==> config.mk <==
export PLATFORM = sky130hd
export DESIGN_NAME = ahb_slave_read
export DESIGN_NICKNAME = d
export VERILOG_FILES = /design/src/rtl/ahb_slave_read.sv
export SDC_FILE = /design/constraint.sdc
export NUM_CORES = 1
export LEC_CHECK = 0
export BUFFER_PORTS_ARGS = -buffer_cell sky130_fd_sc_hd__clkbuf_2
export CAP_MARGIN = 15
export CELL_PAD_IN_SITES_DETAIL_PLACEMENT = 1
export CELL_PAD_IN_SITES_GLOBAL_PLACEMENT = 2
export CORE_MARGIN = 2
export CORE_UTILIZATION = 18
export DETAILED_ROUTE_END_ITERATION = 6
export HOLD_SLACK_MARGIN = 0.12
export PLACE_DENSITY = 0.95
export SYNTH_ARGS = -nofsm -noshare
export SYNTH_HDL_FRONTEND = slang
export SYNTH_SLANG_ARGS = --single-unit
==> constraint.sdc <==
create_clock -name HCLK -period 5.6 [get_ports HCLK]
set_input_delay 0.28 -clock HCLK [delete_from_list [all_inputs] [get_ports HCLK]]
set_output_delay 0.28 -clock HCLK [all_outputs]
set_load 0.03 [all_outputs]
==> src/rtl/ahb_slave_read.sv <==
// ahb_slave_read: AHB-Lite read slave returning cipher words, status
// and, when SLAVE_READ_BLKCNT_EN is defined, a block counter at 0x58.
module ahb_slave_read #(
    parameter int TIMEOUT_CYCLES = 16
) (
    input  logic         HCLK,
    input  logic         HRESETn,
    input  logic         HSELx,
    input  logic [31:0]  HADDR,
    input  logic         HWRITE,
    input  logic [1:0]   HTRANS,
    input  logic         HREADY,
    input  logic [127:0] cipher_text,
    input  logic         fifo_empty,
    input  logic         fifo_full,
    input  logic         busy,
    output logic [31:0]  HRDATA,
    output logic         HREADYOUT,
    output logic         HRESP,
    output logic         fifo_read,
    output logic         read_error
);

    localparam logic [4:0] TO = 5'(TIMEOUT_CYCLES);

    typedef enum logic [2:0] {
        IDLE, DATA, WAIT, ERR1, ERR2
    } state_t;

    state_t     state;
    state_t     state_nxt;
    state_t     start;
    logic [7:0] addr_q;
    logic [4:0] wcnt;
    logic [4:0] wcnt_nxt;
    logic       take;
    logic       in_data;
    logic       stall;
    logic       complete;
    logic       unused_addr;

    assign unused_addr = ^HADDR[31:8];

    function automatic logic is_cipher(input logic [7:0] a);
        return (a == 8'h44) || (a == 8'h48) ||
               (a == 8'h4C) || (a == 8'h50);
    endfunction

    function automatic logic is_valid(input logic [7:0] a);
`ifdef SLAVE_READ_BLKCNT_EN
        return is_cipher(a) || (a == 8'h54) || (a == 8'h58);
`else
        return is_cipher(a) || (a == 8'h54);
`endif
    endfunction

    // Handshake: stall only on cipher words while the FIFO is empty
    always_comb begin
        in_data   = (state == DATA) || (state == WAIT);
        stall     = in_data && is_cipher(addr_q) && fifo_empty;
        complete  = in_data && !stall;
        HREADYOUT = !(stall || (state == ERR1));
        HRESP     = (state == ERR1) || (state == ERR2);
        read_error = HRESP;
        fifo_read = complete && (addr_q == 8'h50);
        take      = HSELx && HREADY && HTRANS[1] &&
                    !HWRITE && HREADYOUT;
        start     = is_valid(HADDR[7:0]) ? DATA : ERR1;
    end

    // State and wait counter registers
    always_ff @(posedge HCLK or negedge HRESETn) begin
        if (!HRESETn) begin
            state <= IDLE;
            wcnt  <= '0;
        end else begin
            state <= state_nxt;
            wcnt  <= wcnt_nxt;
        end
    end

    // Latch the decoded address bits of each accepted read
    always_ff @(posedge HCLK or negedge HRESETn) begin
        if (!HRESETn)
            addr_q <= '0;
        else if (take)
            addr_q <= HADDR[7:0];
    end

    // Next state: data beats a timeout in the same cycle
    always_comb begin
        state_nxt = state;
        wcnt_nxt  = wcnt;
        unique case (state)
            IDLE: begin
                if (take)
                    state_nxt = start;
            end
            DATA, WAIT: begin
                if (stall) begin
                    wcnt_nxt = wcnt + 5'd1;
                    if (wcnt_nxt == TO) begin
                        state_nxt = ERR1;
                        wcnt_nxt  = '0;
                    end else begin
                        state_nxt = WAIT;
                    end
                end else begin
                    wcnt_nxt  = '0;
                    state_nxt = take ? start : IDLE;
                end
            end
            ERR1: state_nxt = ERR2;
            ERR2: state_nxt = take ? start : IDLE;
            default: state_nxt = IDLE;
        endcase
    end

`ifdef SLAVE_READ_BLKCNT_EN
    logic [15:0] blkcnt;

    // Count popped blocks, wrapping at 16 bits
    always_ff @(posedge HCLK or negedge HRESETn) begin
        if (!HRESETn)
            blkcnt <= '0;
        else if (fifo_read)
            blkcnt <= blkcnt + 16'd1;
    end
`endif

    // Read data mux, zero outside completing data phases
    always_comb begin
        HRDATA = '0;
        if (complete) begin
            case (addr_q)
                8'h44: HRDATA = cipher_text[31:0];
                8'h48: HRDATA = cipher_text[63:32];
                8'h4C: HRDATA = cipher_text[95:64];
                8'h50: HRDATA = cipher_text[127:96];
                8'h54: HRDATA = {29'b0, fifo_full, fifo_empty, busy};
`ifdef SLAVE_READ_BLKCNT_EN
                8'h58: HRDATA = {16'b0, blkcnt};
`endif
                default: HRDATA = '0;
            endcase
        end
    end

endmodule

==> results.md <==
Floorplanning:
- The horizontal die dimension is 109.7 µm.
- Once the floorplan was initialized, standard cells occupied 18.46% of the core.
- The number of placement rows is 38.
- The number of top-level pins is approximately 210.
- The area of the die is roughly 12000 µm².
- The floorplan step set the die height to about 110 µm.
- The core region area is between 10000 and 15000 µm².

Cells and area:
- The repair_antennas step left the layout with diodes totalling 0.
- Compared with the post-synthesis result, the final layout area differs by 53.42%.
- The net count of the finished layout is between 500 and 600.
- The share of cells above drive strength 1 is about 56%.

Worst setup path:
- STA classifies the critical path endpoint as an output port.
- The worst setup path is launched from a flop.
- The launch point of the critical path is addr_q[1].
- Along the worst path, the maximum fanout reaches 20.
- The capturing instance or port of the critical path is HRDATA[26].
- The startpoint identified for the worst register-to-register timing path is addr_q[2].
- At the worst endpoint, the arrival time is about 2.9 ns.
- In this run the critical register-to-register path is captured at addr_q[6].
- The worst register-to-register path has a depth of 4.
- The data required time of the worst path is 5.32 ns.
- The slack of the worst reg-to-reg path is 3.34 ns.
- The type of the setup path with the least slack is flop to output port.

Logic synthesis:
- The async set-reset flop share out of synthesis is between 90% and 100%.
- Synthesis produced 252 cells.
- The most common cell in the synthesized netlist is sky130_fd_sc_hd__nand2_1.
- Sorting the synthesized cells by area gives the leading types as sky130_fd_sc_hd__dfrtp_1 20%, sky130_fd_sc_hd__mux2_2 20%, sky130_fd_sc_hd__a22oi_1 12%.
- Of the post-synthesis cell area, the dominant cell type holds roughly 20%.
- The cell type with the highest aggregate area in the netlist is sky130_fd_sc_hd__dfrtp_1.
- The sequential element share of the synthesized area is 19.93%.
- The unique cell type count in the Yosys netlist is 48.
- In this run, synthesis inferred 0 flip-flops with an integrated enable.
- The most instantiated flip-flop cell in the synthesis netlist is sky130_fd_sc_hd__dfrtp_1.
- The number of nets in the synthesized netlist is between 400 and 500.
- The cell area after synthesis is between 2000 and 2500 µm².
- The synthesized design contains 16 register bits.
- During synthesis, Yosys emitted a total of 0 warnings.
- Ranked by instance count, the synthesized netlist is headed by 47 x sky130_fd_sc_hd__nand2_1, 35 x sky130_fd_sc_hd__mux2_2, 34 x sky130_fd_sc_hd__a21oi_1.
- The average cell area after synthesis is ~8 µm².

CTS:
- Counting every sink on the clock net gives 16.
- The number of buffers created by CTS is 3.
- The longest clock path from root to sink contains 2 buffers.
- For the worst-skew pair, the clock arrives at the later sink with an insertion delay of about 0.26 ns.
- The clock tree from TritonCTS is done.
- After clock tree synthesis, the clock-pin slew on the worst setup and hold paths is 0.06 ns.
- The post-CTS resize count is 0.
- In this run the number of H-tree levels came out at 1.
- The cell sitting at the root of the clock tree is a sky130_fd_sc_hd__clkbuf_8.

Global routing:
- The global router's overall resource usage is approximately 13%.
- For this run the aggregate overflow at the end of global routing stands at 0.
- The number of antenna violations at the first check in global routing is 0.
- Entering global routing, the biggest net connects between 40 and 50 pins.
- The global-route wire length before repair is approximately 12000 µm.
- The via count of the first global-routing pass is 2577.

Timing:
- The maximum achievable frequency is ~0.31 GHz.
- Setup repair after global routing left no endpoint under its margin.
- For the pin with the worst max-slew slack, the measured transition is approximately 0.97 ns.
- The number of pins with negative max-slew slack in the final report is 0.
- The final-layout setup total negative slack is 0 ns.
- The share of the clock period used by the worst path after layout is between 50% and 60%.
- The number of setup violations in the final report is 0.
- The count of final hold-check violations is 0.
- The worst slew slack as a fraction of its limit is 35.32%.
- The clock period could shrink to 3.197 ns.
- The setup slack of the critical path after layout is 2.403 ns.
- For the final database, setup skew stands at 0.008944 ns.

Min path:
- The min-delay analysis places its worst path in the category input pin to flop.

Route:
- The routed length per placed instance is roughly 15 µm.
- The vias per cell is between 4 and 5.
- The total iterations of the first detailed-routing run is 4.
- In the detailed route, the total length drawn on met3 is about 710 µm.
- For this block, the routed nets add up to ~8400 µm of wire.
- The remaining design rule violation count is 0.
- The detailed router put a total of between 3000 and 4000 µm of wire on met1.
- The number of violations reported at the end of detailed-routing iteration 0 is 114.
- The detailed-routed wire length on met2 is 4296 µm.
- Once detail routing completed, the nets flagged for antenna violations numbered 0.
- The total via count in the routed design is 2602.
- The highest layer touched by signal routing is met4.

Placement:
- During placement, the flow inserted port buffers numbering 180.
- The final weighted congestion in routability-driven placement is about 0.76.
- After legalization and detailed placement, the total HPWL measured slightly below 7000 µm.
- At the placement stage, the worst setup path has a slack of around 2.6 ns.

Status:
- The flow ran to the end, and the final reports show no timing, DRC or antenna violations.

Pwr:
- The leakage power of the design is 1.395 nW.
- The peak supply drop is approximately 0.00010 V.
- The power per unit of standard cell area is roughly 150 nW/µm².

Flow run:
- Across the run, the number of max-cap violations was 0.
## how the worst min path moves through the flow
stage	from	to	slack, ns	depth (start not counted)
2_1_floorplan	HRESETn	addr_q[0]	-0.02	0
3_3_place_gp	HRESETn	addr_q[4]	0.22	1
3_5_place_dp	HRESETn	addr_q[4]	0.23	1
4_1_cts	HADDR[1]	addr_q[1]	0.27	3
5_1_grt	HADDR[0]	addr_q[0]	0.28	3
6_report	HADDR[7]	addr_q[7]	0.27	3
## cells by family after synthesis
family                     Yosys count  share of synthesized area (%)
AOI/OAI and AO/OA                   86                          26.90
and+or+nand+nor                     82                          22.04
muxes                               42                          24.10
buffers and inverters               23                          5.541
DFF                                 16                          19.93
xor gates and xnor gates             2                         0.8719
adders and majority gates            1                         0.6226
## critical path: stages, from the launching register on
cell and delay (ns):
sky130_fd_sc_hd__dfrtp_1 0.37, sky130_fd_sc_hd__or4b_1 0.72, sky130_fd_sc_hd__and4bb_1 0.64, sky130_fd_sc_hd__buf_4 0.36
sky130_fd_sc_hd__a22oi_1 0.14, sky130_fd_sc_hd__a21oi_1 0.18, sky130_fd_sc_hd__clkbuf_2 0.23
## stage by stage
step | util, % | hold WS, ns | total power, mW | instance area [µm²] | std cells
global placement | 27.72 | 0.2232 | 0.3576 | 3018 | 554
floorplan | - | -0.01559 | 0.2839 | 2009 | 252
finish | 28.32 | 0.2730 | 0.4656 | 3083 | 559
global route | 28.32 | 0.2764 | 0.4985 | 3083 | 559
CTS | 28.32 | 0.2726 | 0.4742 | 3083 | 559
detailed placement | 27.72 | 0.2301 | 0.3667 | 3018 | 554
## state kept, by name, summed over array words and instances (netlist names)
signal,count
state,3
addr_q,8
wcnt,5
## cell usage in the layout, fill, tap and decap left out, types with 4 or more instances in the layout
master / instances
sky130_fd_sc_hd__buf_4: 4
sky130_fd_sc_hd__dfrtp_1: 15
sky130_fd_sc_hd__nand2_1: 47
sky130_fd_sc_hd__or3_1: 4
sky130_fd_sc_hd__mux2_4: 4
sky130_fd_sc_hd__nor2b_1: 4
sky130_fd_sc_hd__mux2_2: 35
sky130_fd_sc_hd__o21ai_0: 9
sky130_fd_sc_hd__a21oi_1: 34
sky130_fd_sc_hd__nor2_1: 6
sky130_fd_sc_hd__clkbuf_2: 180
sky130_fd_sc_hd__a22oi_1: 32
sky130_fd_sc_hd__clkbuf_8: 4
## where the power goes
part	total (mW)	internal [mW]	leakage, nW	switching (mW)
Combinational	0.188	0.118	1.16	0.0699
Sequential	0.173	0.128	0.208	0.0442
Clock	0.105	0.0626	0.0288	0.0422
Total	0.466	0.309	1.39	0.156
## routing by layer
| layer | global-route usage (%) | vias to the layer above |
|---|---|---|
| li1 | - | 1268 |
| met1 | 14.12 | 1218 |
| met2 | 25.84 | 113 |
| met3 | 2.015 | 3 |
| met4 | 1.627 | 0 |
| met5 | 0 | - |
## area by class of cell
class | instances | area [µm²]
Sequential cell | 16 | 401.6
Tap cell | 140 | 175.2
Timing Repair Buffer | 185 | 940.9
Clock buffer | 4 | 55.05
Fill cell | 1366 | 7805
Inverter | 1 | 3.754
Multi-Input combinational cell | 213 | 1506
## timing repair
item                                   CTS  global route
hold buffers                             1             0
buffers inserted                         0             0
endpoints found under the hold margin   16             0
Note: power is estimated with default switching activity, not from simulation.
